### src/rtl/load_store_unit_if.sv
// rtl/load_store_unit_if.sv - word-wide data memory req/ack bus between the LSU and memory
interface load_store_unit_if;
  logic        m_req;
  logic        m_we;
  logic [31:0] m_addr;
  logic [3:0]  m_be;
  logic [31:0] m_wdata;
  logic [31:0] m_rdata;
  logic        m_ack;

  modport master (
    output m_req, m_we, m_addr, m_be, m_wdata,
    input  m_rdata, m_ack
  );

  modport slave (
    input  m_req, m_we, m_addr, m_be, m_wdata,
    output m_rdata, m_ack
  );
endinterface

### src/rtl/load_store_unit.sv
// rtl/load_store_unit.sv - byte/half/word load-store bridge from core data port to req/ack memory
module load_store_unit #(
  parameter int MAX_WAIT = 255
) (
  input  logic              clk,
  input  logic              reset,
  input  logic              mem_read,
  input  logic              mem_write,
  input  logic [2:0]        funct3,
  input  logic [31:0]       addr,
  input  logic [31:0]       wdata,
  output logic [31:0]       rdata,
  output logic              stall,
  output logic              fault,
  output logic              bus_err,
  load_store_unit_if.master mem
);
  localparam int CW = (MAX_WAIT < 2) ? 1 : $clog2(MAX_WAIT);
  localparam logic [CW-1:0] LAST = CW'(MAX_WAIT - 1);

  typedef enum logic [1:0] {IDLE, REQ, DONE} state_t;

  state_t        state, state_next;
  logic [CW-1:0] cnt;
  logic [2:0]    f3_q;
  logic [1:0]    lane_q;

  logic          access, is_store, legal, start, acked, timeout;
  logic [3:0]    be_next;
  logic [31:0]   wdata_next;
  logic [7:0]    byte_sh;
  logic [15:0]   half_sh;
  logic [31:0]   load_val;

  assign access   = mem_read | mem_write;
  assign is_store = mem_write;

  // Signed/unsigned sub-word loads exist only for loads; stores reject 100/101.
  always_comb begin
    legal = 1'b0;
    case (funct3)
      3'b000:  legal = 1'b1;
      3'b100:  legal = !is_store;
      3'b001:  legal = !addr[0];
      3'b101:  legal = !is_store && !addr[0];
      3'b010:  legal = (addr[1:0] == 2'b00);
      default: legal = 1'b0;
    endcase
  end

  always_comb begin
    be_next    = 4'b1111;
    wdata_next = 32'h0;
    if (is_store) begin
      case (funct3[1:0])
        2'b00: begin
          be_next    = 4'b0001 << addr[1:0];
          wdata_next = {4{wdata[7:0]}};
        end
        2'b01: begin
          be_next    = 4'b0011 << addr[1:0];
          wdata_next = {2{wdata[15:0]}};
        end
        default: begin
          be_next    = 4'b1111;
          wdata_next = wdata;
        end
      endcase
    end
  end

  always_comb begin
    byte_sh = 8'(mem.m_rdata >> {lane_q, 3'b000});
    half_sh = 16'(mem.m_rdata >> {lane_q[1], 4'b0000});
    case (f3_q)
      3'b000:  load_val = {{24{byte_sh[7]}}, byte_sh};
      3'b100:  load_val = {24'h0, byte_sh};
      3'b001:  load_val = {{16{half_sh[15]}}, half_sh};
      3'b101:  load_val = {16'h0, half_sh};
      default: load_val = mem.m_rdata;
    endcase
  end

  always_comb begin
    state_next = state;
    start      = 1'b0;
    acked      = 1'b0;
    timeout    = 1'b0;
    case (state)
      IDLE: begin
        if (access && legal) begin
          start      = 1'b1;
          state_next = REQ;
        end
      end
      REQ: begin
        if (mem.m_ack) begin
          acked      = 1'b1;
          state_next = DONE;
        end else if (cnt == LAST) begin
          timeout    = 1'b1;
          state_next = DONE;
        end
      end
      DONE:    state_next = IDLE;
      default: state_next = IDLE;
    endcase
  end

  // Gated by reset so the core sees no stall/fault while the unit is held in reset.
  assign stall     = reset && ((state == REQ) || ((state == IDLE) && access && legal));
  assign fault     = reset && (state == IDLE) && access && !legal;
  assign mem.m_req = (state == REQ);

  always_ff @(posedge clk or negedge reset) begin
    if (!reset) begin
      state       <= IDLE;
      cnt         <= '0;
      f3_q        <= 3'b000;
      lane_q      <= 2'b00;
      mem.m_we    <= 1'b0;
      mem.m_addr  <= 32'h0;
      mem.m_be    <= 4'h0;
      mem.m_wdata <= 32'h0;
      rdata       <= 32'h0;
      bus_err     <= 1'b0;
    end else begin
      state   <= state_next;
      bus_err <= timeout;
      if (start) begin
        cnt         <= '0;
        f3_q        <= funct3;
        lane_q      <= addr[1:0];
        mem.m_we    <= is_store;
        mem.m_addr  <= {addr[31:2], 2'b00};
        mem.m_be    <= be_next;
        mem.m_wdata <= wdata_next;
      end
      if (state == REQ) begin
        cnt <= cnt + 1'b1;
      end
      if (acked && !mem.m_we) begin
        rdata <= load_val;
      end else if (timeout) begin
        rdata <= 32'h0;
      end
    end
  end
endmodule

### src/flat_wrapper.sv
// flat-port wrapper written by rule: the top's interface ports become plain ports
module load_store_unit_flat 
#(
  parameter int MAX_WAIT = 255
)
  (clk, reset, mem_read, mem_write, funct3, addr, wdata, rdata, stall, fault, bus_err, mem_m_req, mem_m_we, mem_m_addr, mem_m_be, mem_m_wdata, mem_m_rdata, mem_m_ack);
  load_store_unit_if mem_i ();
  input  logic clk;
  input  logic reset;
  input  logic mem_read;
  input  logic mem_write;
  input  logic [2:0] funct3;
  input  logic [31:0] addr;
  input  logic [31:0] wdata;
  output logic [31:0] rdata;
  output logic stall;
  output logic fault;
  output logic bus_err;
  output wire logic [$bits(mem_i.m_req)-1:0] mem_m_req;
  output wire logic [$bits(mem_i.m_we)-1:0] mem_m_we;
  output wire logic [$bits(mem_i.m_addr)-1:0] mem_m_addr;
  output wire logic [$bits(mem_i.m_be)-1:0] mem_m_be;
  output wire logic [$bits(mem_i.m_wdata)-1:0] mem_m_wdata;
  input wire logic [$bits(mem_i.m_rdata)-1:0] mem_m_rdata;
  input wire logic [$bits(mem_i.m_ack)-1:0] mem_m_ack;
  assign mem_m_req = mem_i.m_req;
  assign mem_m_we = mem_i.m_we;
  assign mem_m_addr = mem_i.m_addr;
  assign mem_m_be = mem_i.m_be;
  assign mem_m_wdata = mem_i.m_wdata;
  assign mem_i.m_rdata = mem_m_rdata;
  assign mem_i.m_ack = mem_m_ack;
  load_store_unit #(.MAX_WAIT(MAX_WAIT)) u_core (.clk(clk), .reset(reset), .mem_read(mem_read), .mem_write(mem_write), .funct3(funct3), .addr(addr), .wdata(wdata), .rdata(rdata), .stall(stall), .fault(fault), .bus_err(bus_err), .mem(mem_i));
endmodule
### config.mk
export PLATFORM = sky130hd
export DESIGN_NAME = load_store_unit_flat
export DESIGN_NICKNAME = d
export VERILOG_FILES = /design/src/rtl/load_store_unit_if.sv /design/src/rtl/load_store_unit.sv /design/src/flat_wrapper.sv
export SDC_FILE = /design/constraint.sdc
export NUM_CORES = 1
export LEC_CHECK = 0
export CAP_MARGIN = 0
export CORE_ASPECT_RATIO = 0.9
export CORE_UTILIZATION = 44
export DETAILED_ROUTE_END_ITERATION = 12
export GPL_TIMING_DRIVEN = 0
export PLACE_DENSITY = 0.8
export SYNTH_ARGS = -nofsm -noshare
export SYNTH_HDL_FRONTEND = slang
export SYNTH_SLANG_ARGS = --single-unit
### constraint.sdc
create_clock -name clk -period 1.8 [get_ports clk]
set_input_delay 0.27 -clock clk [delete_from_list [all_inputs] [get_ports clk]]
set_output_delay 0.27 -clock clk [all_outputs]
set_load 0.02 [all_outputs]
==> results.md, run 1 <==
- Synth unique cells: 44
- Slack of the critical path: -0.00651 ns
- Reg-to-Reg Start: u_core.cnt[0]
- CTS tree: yes
- Cell Pwr Density: 1490 nW/um2
- Final Hold Vio Count: 57
- Synthesized flop and latch total: 115
- Max cap viols: 0
- Async SR Flop Fraction: 100%
- Max-slew violations: 0
- Net Switching: 4.22 mW
- Synth cell count leaders: dfrtp_1, nand2_1, o21ai_0
- Violated checks: hold timing, setup timing
- Hold WS: -0.270 ns
- Final Skew: 0.00833 ns
- Share of layout cells above drive strength 1: 17.3%
- Area Growth Syn to Fin: 57.1%
- CTS root buf: clkbuf_16
- Crit end category: output pin
- Pre-antenna DRT Iters: 4
- Count leader, synth: dfrtp_1
- Worst Hold Class: input pin to asynchronous set/reset pin
- Slowest-stage cell, CP: dfrtp_2
- Final Cell Area: 8540 um2
- Cell Chain, Critical Path: nor2_4, o221ai_4, buf_8, a21boi_4, buf_6
- Syn avg cell area: 11.3 um2
- Top Ports: 209
- Die ar.: 12,800 um2
- Status: complete, but fails checks
- Max incr delay on CP: 0.43 ns
- RSZ-0062 raised after global routing: true
- Synth area leader: dfrtp_1
- IO Port Bufs: 203
- Initial antenna violation count: 0
- Site Rows: 38
- DIE WIDTH: 119 um
- Vias: 4,849
- Slew margin rel.: 59.7%
- Grt ovf: 0
- Antenna Cells: 0
- H-tree levels: 4
- Critical Path RT: 1.53 ns
- Sequential share of power: 31.9%
- Vias in the first global route: 4,882
- Leakage power: 3.68 nW
- Final setup vio count: 1
- Final design utilization: 71.0%
- Seq/Total Area, Yosys: 52.9%
- Post-synth EDFFs: 0
- Ys Warns: 0
- Core Box Area: 12,000 um2
- First-pass GRT wire length: 25.6 mm
- Worst R2R End: u_core.rdata[30]
- Clk_lat worst skew: 0.42 ns
- Nets: 820
- Register-to-Register Path Depth: 7
- Post-synth top area share: 52.9%
- GPL Wtd Cong: 0.909
- P_int: 8.49 mW
- Die Span Y: 107 um
- Clock power share: 29.3%
- CP startpoint kind: flop
- Maximum vdd ir drop: 1010 uV
- Routed Antenna Nets: 0
- Top FF cell, synth: dfrtp_1
- Clock buffer count from CTS: 17
- Fmax: 0.554 GHz
- Final min period: 1.81 ns
- WL/cell: 18.7 um
- Worst Tran Pin Value: 0.604 ns
- DP Wirelength: 11.8 mm
- DRC Markers: 0
- Fin crit share: 100%
- Total GRT Usage: 26.5%
- Largest net degree at the start of global routing: 60
- Vias per cell: 5.47
- Dpl ws: -1.16 ns
- DRT iter0 DRCs: 451
- Placement-stage cell area: 7710 um2
- Mapped Area: 5440 um2
- Reg2reg setup slack: 0.07 ns
- Wirelength, routed: 16.6 mm
- Switching power share of the total: 33.2%
- CTS sink cnt: 115
- Comb pwr share: 38.8%
- Critical path class: flop to output pin
- Synth Instances: 481
- WP data arrival: 1.54 ns
- Initial Utilization: 45.2%
- Top post-synthesis cells by area: dfrtp_1, nand2_1, mux2_2
- Clock Path Buffers: 2
- CTS clk-pin slew, worst paths: 0.06 ns
- Worst Path Max Fanout: 5
## flip-flops by register name (all words and copies together) (netlist names)
| signal | count |
|---|---|
| u_core.cnt | 8 |
| u_core.mem.m_be | 4 |
| u_core.rdata | 32 |
| u_core.mem.m_wdata | 32 |
| u_core.bus_err | 1 |
| u_core.lane_q | 2 |
| u_core.state | 2 |
| u_core.mem.m_we | 1 |
| u_core.mem.m_addr | 30 |
| u_core.f3_q | 3 |
## per-layer routing
metal	GRT usage, %	wire length [um]	vias to the layer above
met4	11.0	388	0
met3	10.6	1640	34
met2	43.0	7990	256
met5	0	0	-
met1	31.2	6600	2377
li1	-	-	2182
## timing repair
item,4_1_cts,5_1_grt
hold endpoints to repair,57,57
gates cloned,0,1
pin swaps,6,2
buffers inserted,6,3
endpoints found under the setup margin,59,33
gates resized for setup,30,19
## cells by family after synthesis
family / synth area share (%)
AND/OR/NAND/NOR: 11.7
flip-flops: 52.9
AO/OA/AOI/OAI: 14.6
multiplexers: 16.1
buffers and inverters: 3.63
XOR/XNOR: 0.483
adder cells (fa/ha/maj): 0.460
other: 0.0689
## critical path, delay by kind of cell (launching register included)
family | cells | cell delay, ns
DFF | 1 | 0.43
and+or+nand+nor | 1 | 0.15
AOI/OAI and AO/OA | 2 | 0.24
buffers and inverters | 2 | 0.30
## per-stage QoR
stage | instances | TNS, ns | hold WS, ns | total power, mW
6_report | 887 | -0.00651 | -0.270 | 12.7
4_1_cts | 884 | -0.0667 | -0.272 | 12.7
2_1_floorplan | 482 | 0 | -0.0256 | 6.45
3_5_place_dp | 846 | -45.73 | 0.277 | 8.87
5_1_grt | 887 | -0.224 | -0.261 | 13.3
3_3_place_gp | 845 | -504.18 | 0.464 | 8.74
## cell type report
cell class	instances	area [um2]
sequential	115	2880
timing repair buffer	214	2160
buffer	34	210
clock buffer	20	447
fill	854	3490
multi-input combinational	328	2430
inverter	4	15.0
tap	160	200
clock inverter	12	204
## placed cells by master, fill, tap and decap left out, types with 3 or more instances in the layout
cell,n
a221o_1,16
dfrtp_1,114
a21oi_1,3
clkdlybuf4s50_1,195
and2_1,5
clkbuf_16,18
dlygate4sd2_1,3
clkbuf_2,3
xnor2_1,3
nor2_1,21
o2bb2ai_1,16
clkinvlp_4,3
clkbuf_1,15
and3_1,3
buf_4,13
inv_1,3
nand2_1,79
bufinv_16,5
nand2b_1,3
o21ai_0,36
mux2i_1,9
buf_2,7
mux2_4,18
mux2_2,25
mux2_1,18
buf_6,7
nand3_1,9
o21ai_1,20
o221ai_1,8
a21boi_0,6
## worst max path at each step
| stage | from | to | slack (ns) | cells past startpoint |
|---|---|---|---|---|
| 2_1_floorplan | funct3[0] | stall | 0.007 | 5 |
| 3_3_place_gp | reset | fault | -4.25 | 3 |
| 3_5_place_dp | addr[0] | stall | -1.16 | 6 |
| 4_1_cts | u_core.state[0] | stall | -0.07 | 5 |
| 5_1_grt | u_core.state[0] | stall | -0.08 | 5 |
| 6_report | u_core.state[0] | stall | -0.007 | 5 |
## power groups by stage
stage / combinational (mW) / sequential, mW / clock, mW
2_1_floorplan: 1.50 / 4.95 / 0
3_3_place_gp: 4.71 / 4.03 / 0
3_5_place_dp: 4.80 / 4.07 / 0
4_1_cts: 4.88 / 4.05 / 3.78
5_1_grt: 5.23 / 4.16 / 3.89
6_report: 4.93 / 4.05 / 3.72
Power figures use the tool's default switching activity.
==> run 2, diff against run 1 <==
--- a/config.mk
+++ b/config.mk
@@ -13,2 +13,3 @@
 export PLACE_DENSITY = 0.8
+export RECOVER_POWER = 100
 export SYNTH_ARGS = -nofsm -noshare
==> constraint.sdc (replaced) <==
create_clock -name clk -period 1.8 [get_ports clk]
set_input_delay 0.36 -clock clk [delete_from_list [all_inputs] [get_ports clk]]
set_output_delay 0.36 -clock clk [all_outputs]
set_load 0.02 [all_outputs]
==> run 2 against run 1 <==
  * The flow still finishes with violations (hold timing, setup timing)
  * Power decreased by 0.38%
  * Sequential power hardly changed
  * Critical path depth is 1 lower
  * Largest power group unchanged
  * Global-route usage barely moved
  * Clock skew decreased by 0.0013 ns
  * Critical path type unchanged
==> results.md, run 2 (synthesis gave the netlist of run 1 again) <==
- Clk_lat worst skew: 0.41 ns
- IO Port Bufs: 203
- Grt ovf: 0
- Critical path class: flop to output pin
- Antenna Cells: 0
- Final Cell Area: 8550 um2
- First-pass GRT wire length: 25.7 mm
- Worst Tran Pin Value: 1.22 ns
- Final Skew: 0.00698 ns
- DP Wirelength: 11.7 mm
- Hold WS: -0.201 ns
- Pre-antenna DRT Iters: 4
- Placement-stage cell area: 7750 um2
- Die ar.: 12,800 um2
- H-tree levels: 4
- Wirelength, routed: 16.6 mm
- CTS root buf: clkbuf_16
- Core Box Area: 12,000 um2
- Site Rows: 38
- Critical Path RT: 1.44 ns
- DR WL met2: 8.18 mm
- Vias in the first global route: 4,789
- Share of layout cells above drive strength 1: 18.3%
- Leakage power: 3.85 nW
- CTS sink cnt: 115
- Commonest non-fill, non-tap cell in the layout: clkdlybuf4s50_1
- Final std cells w/o fill: 887
- Largest net degree at the start of global routing: 49
- Routed wl met3: 1.37 mm
- Slack of the critical path: -0.0175 ns
- Total GRT Usage: 26.5%
- Max cap viols: 0
- Crit end category: output pin
- Clock Path Buffers: 2
- Violated checks: hold timing, setup timing
- Status: complete, but fails checks
- Final setup vio count: 1
- CP startpoint kind: flop
- Slew margin rel.: 18.5%
- Final min period: 1.82 ns
- Routed Antenna Nets: 0
- Max Used Layer: met4
- Top Registers: u_core.mem.m_wdata x32, u_core.rdata x32, u_core.mem.m_addr x30
- DRC Markers: 0
- RSZ-0062 raised after global routing: true
- Dpl cells: 846
- # fillers: 869
- Initial Utilization: 45.2%
- Die Span Y: 107 um
- Final Hold Vio Count: 21
- Nets: 820
- Maximum vdd ir drop: 939 uV
- Cell Pwr Density: 1480 nW/um2
- Worst Path Max Fanout: 7
- Dpl ws: -1.22 ns
- Final design utilization: 71.1%
- Vias per cell: 5.39
- CTS clk-pin slew, worst paths: 0.05 ns
- Area Growth Syn to Fin: 57.3%
- Worst Hold Class: input pin to asynchronous set/reset pin
- WL/cell: 18.7 um
- DRT iter0 DRCs: 314
- DIE WIDTH: 119 um
- Met1 Wirelength: 6.77 mm
- Fin crit share: 101%
- Vias: 4,778
- CTS tree: yes
- Initial antenna violation count: 0
- Top Ports: 209
- Most frequent cells in the layout: clkdlybuf4s50_1, dfrtp_1, nand2_1
- Total Neg Setup Slack: -0.0175 ns
- Clock buffer count from CTS: 17
- Fmax: 0.550 GHz
- Pwr Total: 12.7 mW
- Max-slew violations: 0
- WP data arrival: 1.46 ns
- GPL Wtd Cong: 0.957
[run 2: cell count changes in the layout (fill, tap and decap cells not counted), sizes merged]
cell,delta
clkdlybuf4s15,+1
clkbuf,-1
dlymetal6s2s,+11
clkdlybuf4s50,-13
clkinv,+1
buf,+2
inv,-1
[run 2: path summary, 6_finish.rpt]
check,start,endpoint,slack [ns],cells after the start
max,u_core.state[0],stall,-0.02,4
min,reset,u_core.mem.m_addr[4],-0.20,1
max reg2reg,u_core.cnt[0],u_core.rdata[21],0.05,7
min reg2reg,u_core.mem.m_wdata[22],u_core.mem.m_wdata[22],0.48,2
max in group asynchronous,reset,u_core.rdata[12],0.56,2
min in group clk,addr[0],u_core.lane_q[0],0.34,2
[run 2: what timing repair did]
action | in CTS | in global routing
gates cloned | 1 | 2
gates resized for setup | 40 | 30
buffers inserted | 6 | 2
hold endpoints to repair | 21 | 21
pin swaps | 6 | 5
endpoints found under the setup margin | 112 | 69
[run 2: report_power, final]
part,leakage [nW],internal (mW),switching (mW)
registers,1.44,3.45,0.585
logic,2.10,2.49,2.39
clock network,0.312,2.53,1.22
total,3.85,8.47,4.19
[run 2: final cells by class]
type	instances	area [um2]	area share, %
sequential	115	2880	33.6
timing repair buffer	215	2160	25.2
tap	160	200	2.34
buffer	33	213	2.49
clock buffer	20	457	5.34
multi-input combinational	328	2430	28.4
clock inverter	12	204	2.38
inverter	4	16.3	0.190
[run 2: critical path, cell delays in order, from the launching register on]
cell and delay, ns:
dfrtp_1 0.42, nor2_4 0.14, o221ai_4 0.17, a21boi_4 0.16, buf_4 0.15
[run 2: routing by layer]
layer	global-route usage (%)	vias up
li1	-	2190
met5	0	-
met3	7.52	26
met1	32.9	2327
met4	9.76	0
met2	44.1	235
==> run 3, diff against run 2 <==
Settings changed: GPL_TIMING_DRIVEN 0 to default.
==> run 3 against run 2 <==
  * The flow now finishes without violations
  * Clock skew decreased by 0.0020 ns
  * Power decreased by 5.4%
  * Utilization decreased by 2.0 points
  * Sequential share of layout area increased by 0.98 points
  * Critical endpoint unchanged
  * Largest cell class unchanged
  * Largest power group unchanged
==> results.md, run 3 (synthesis gave the netlist of run 1 again) <==
- Maximum vdd ir drop: 761 uV
- CP top delay family: flip-flops
- CTS sink cnt: 115
- Max incr delay on CP: 0.43 ns
- DRC Markers: 0
- Max cap viols: 0
- CTS root buf: clkbuf_16
- Reg2reg setup slack: 0.09 ns
- Max-slew violations: 0
- Slew margin rel.: 23.1%
- Worst Tran Pin Value: 1.15 ns
- Nets: 811
- Clock buffer count from CTS: 17
- Top Ports: 209
- Grt ovf: 0
- Share of layout cells above drive strength 1: 14.8%
- Routed Antenna Nets: 0
- DP Wirelength: 11.3 mm
- Vias in the first global route: 4,783
- Fmax: 0.566 GHz
- Area Growth Syn to Fin: 52.9%
- Status: completed
- Critical path class: flop to output pin
- Die ar.: 12,800 um2
- Vias per cell: 5.39
- Final design utilization: 69.1%
- Final setup vio count: 0
- Net Switching: 4.03 mW
- Cell Pwr Density: 1440 nW/um2
- Commonest non-fill, non-tap cell in the layout: clkdlybuf4s50_1
- Initial antenna violation count: 1
- Register-to-Register Path Depth: 5
- Total Neg Setup Slack: 0 ns
- Sequential share of power: 33.6%
- GPL Wtd Cong: 0.878
- Final Hold Vio Count: 0
- Die Span Y: 107 um
- Clk_lat worst skew: 0.41 ns
- Worst Hold Class: input pin to asynchronous set/reset pin
- Leakage power: 3.54 nW
- Crit end category: output pin
- WL/cell: 17.5 um
- Hold-fix buffer count after cts: 0
- Pwr Total: 12.0 mW
- RSZ-0062 raised after global routing: true
- P_int: 7.95 mW
- CP startpoint kind: flop
- Site Rows: 38
- Total GRT Usage: 25.2%
- Wirelength, routed: 15.4 mm
- WP data arrival: 1.41 ns
- Clock power share: 27.8%
- IO Port Bufs: 206
- Core Box Area: 12,000 um2
- Critical Path RT: 1.44 ns
- Slowest-stage cell, CP: dfrtp_2
- Initial Utilization: 45.2%
- Hold WS: 0.143 ns
- Crit path from: u_core.state[0]
- CP bufs+invs: 1
- DIE WIDTH: 119 um
- DRT iter0 DRCs: 397
- Comb pwr share: 38.6%
- Top Registers: u_core.mem.m_wdata x32, u_core.rdata x32, u_core.mem.m_addr x30
- H-tree levels: 4
- Largest net degree at the start of global routing: 118
- First-pass GRT wire length: 24.6 mm
- Worst R2R End: u_core.rdata[13]
- Cell Chain, Critical Path: nor2_4, o221ai_4, a21boi_4, buf_6
- CTS clk-pin slew, worst paths: 0.05 ns
- Worst Path Max Fanout: 2
- Most frequent cells in the layout: clkdlybuf4s50_1, dfrtp_1, nand2_1
- Pre-antenna DRT Iters: 5
- Final Skew: 0.00494 ns
- Switching power share of the total: 33.7%
- CTS tree: yes
- Final min period: 1.77 ns
- Reg-to-Reg Start: u_core.lane_q[1]
- Vias: 4,741
- Clock Path Buffers: 2
- Fin crit share: 98.1%
## run 3: power by group through the flow
| stage | registers, mW | logic, mW | clock network, mW |
|---|---|---|---|
| after floorplan | 4.95 | 1.51 | 0 |
| after global placement | 4.02 | 4.78 | 0 |
| after detailed placement | 4.05 | 4.86 | 0 |
| after CTS | 4.03 | 4.89 | 3.35 |
| after global routing | 4.13 | 4.94 | 3.48 |
| final | 4.02 | 4.63 | 3.33 |
## run 3: worst reg2reg max path: stages (launching register included)
cell       delay (ns)
dfrtp_1          0.45
mux4_2           0.52
a21oi_1          0.16
buf_4            0.16
a21boi_0         0.21
o2bb2ai_1        0.10
## run 3: repair_timing
item                       in CTS  in global routing
resized for setup              42                 14
setup buffers                   2                  0
gates cloned                    0                  0
pin swaps                       6                  3
setup endpoints to repair     102                 26
## run 3: area by class of cell
type	instances	area, um2
timing repair buffer	239	2300
fill	919	3710
multi-input combinational	328	2340
antenna	1	2.50
clock buffer	22	444
clock inverter	10	134
inverter	4	15.0
sequential	115	2880
tap	160	200
## run 3: metal layers
layer | vias up | global-route usage, % | routed length [um]
li1 | 2169 | - | -
met1 | 2312 | 30.4 | 6110
met2 | 224 | 40.5 | 7420
met3 | 36 | 9.11 | 1440
met4 | 0 | 11.5 | 384
met5 | - | 0 | 0
## run 3: worst max path at each step
stage	end	slack (ns)	cells past startpoint
after global routing	stall	-0.02	4
after detailed placement	u_core.mem.m_wdata[8]	-1.08	6
final	stall	0.03	4
after floorplan	stall	0.007	5
after CTS	mem_m_wdata[14]	0.006	1
after global placement	u_core.mem.m_wdata[5]	-0.98	6
## run 3: through the flow
| step | std cells | cell area (um2) | setup slack (ns) |
|---|---|---|---|
| after floorplan | 482 | 5490 | 0.00699 |
| after global placement | 845 | 7830 | -0.981 |
| after detailed placement | 845 | 7830 | -1.08 |
| after CTS | 878 | 8440 | 0.00583 |
| after global routing | 878 | 8310 | -0.0169 |
| final | 879 | 8320 | 0.0334 |
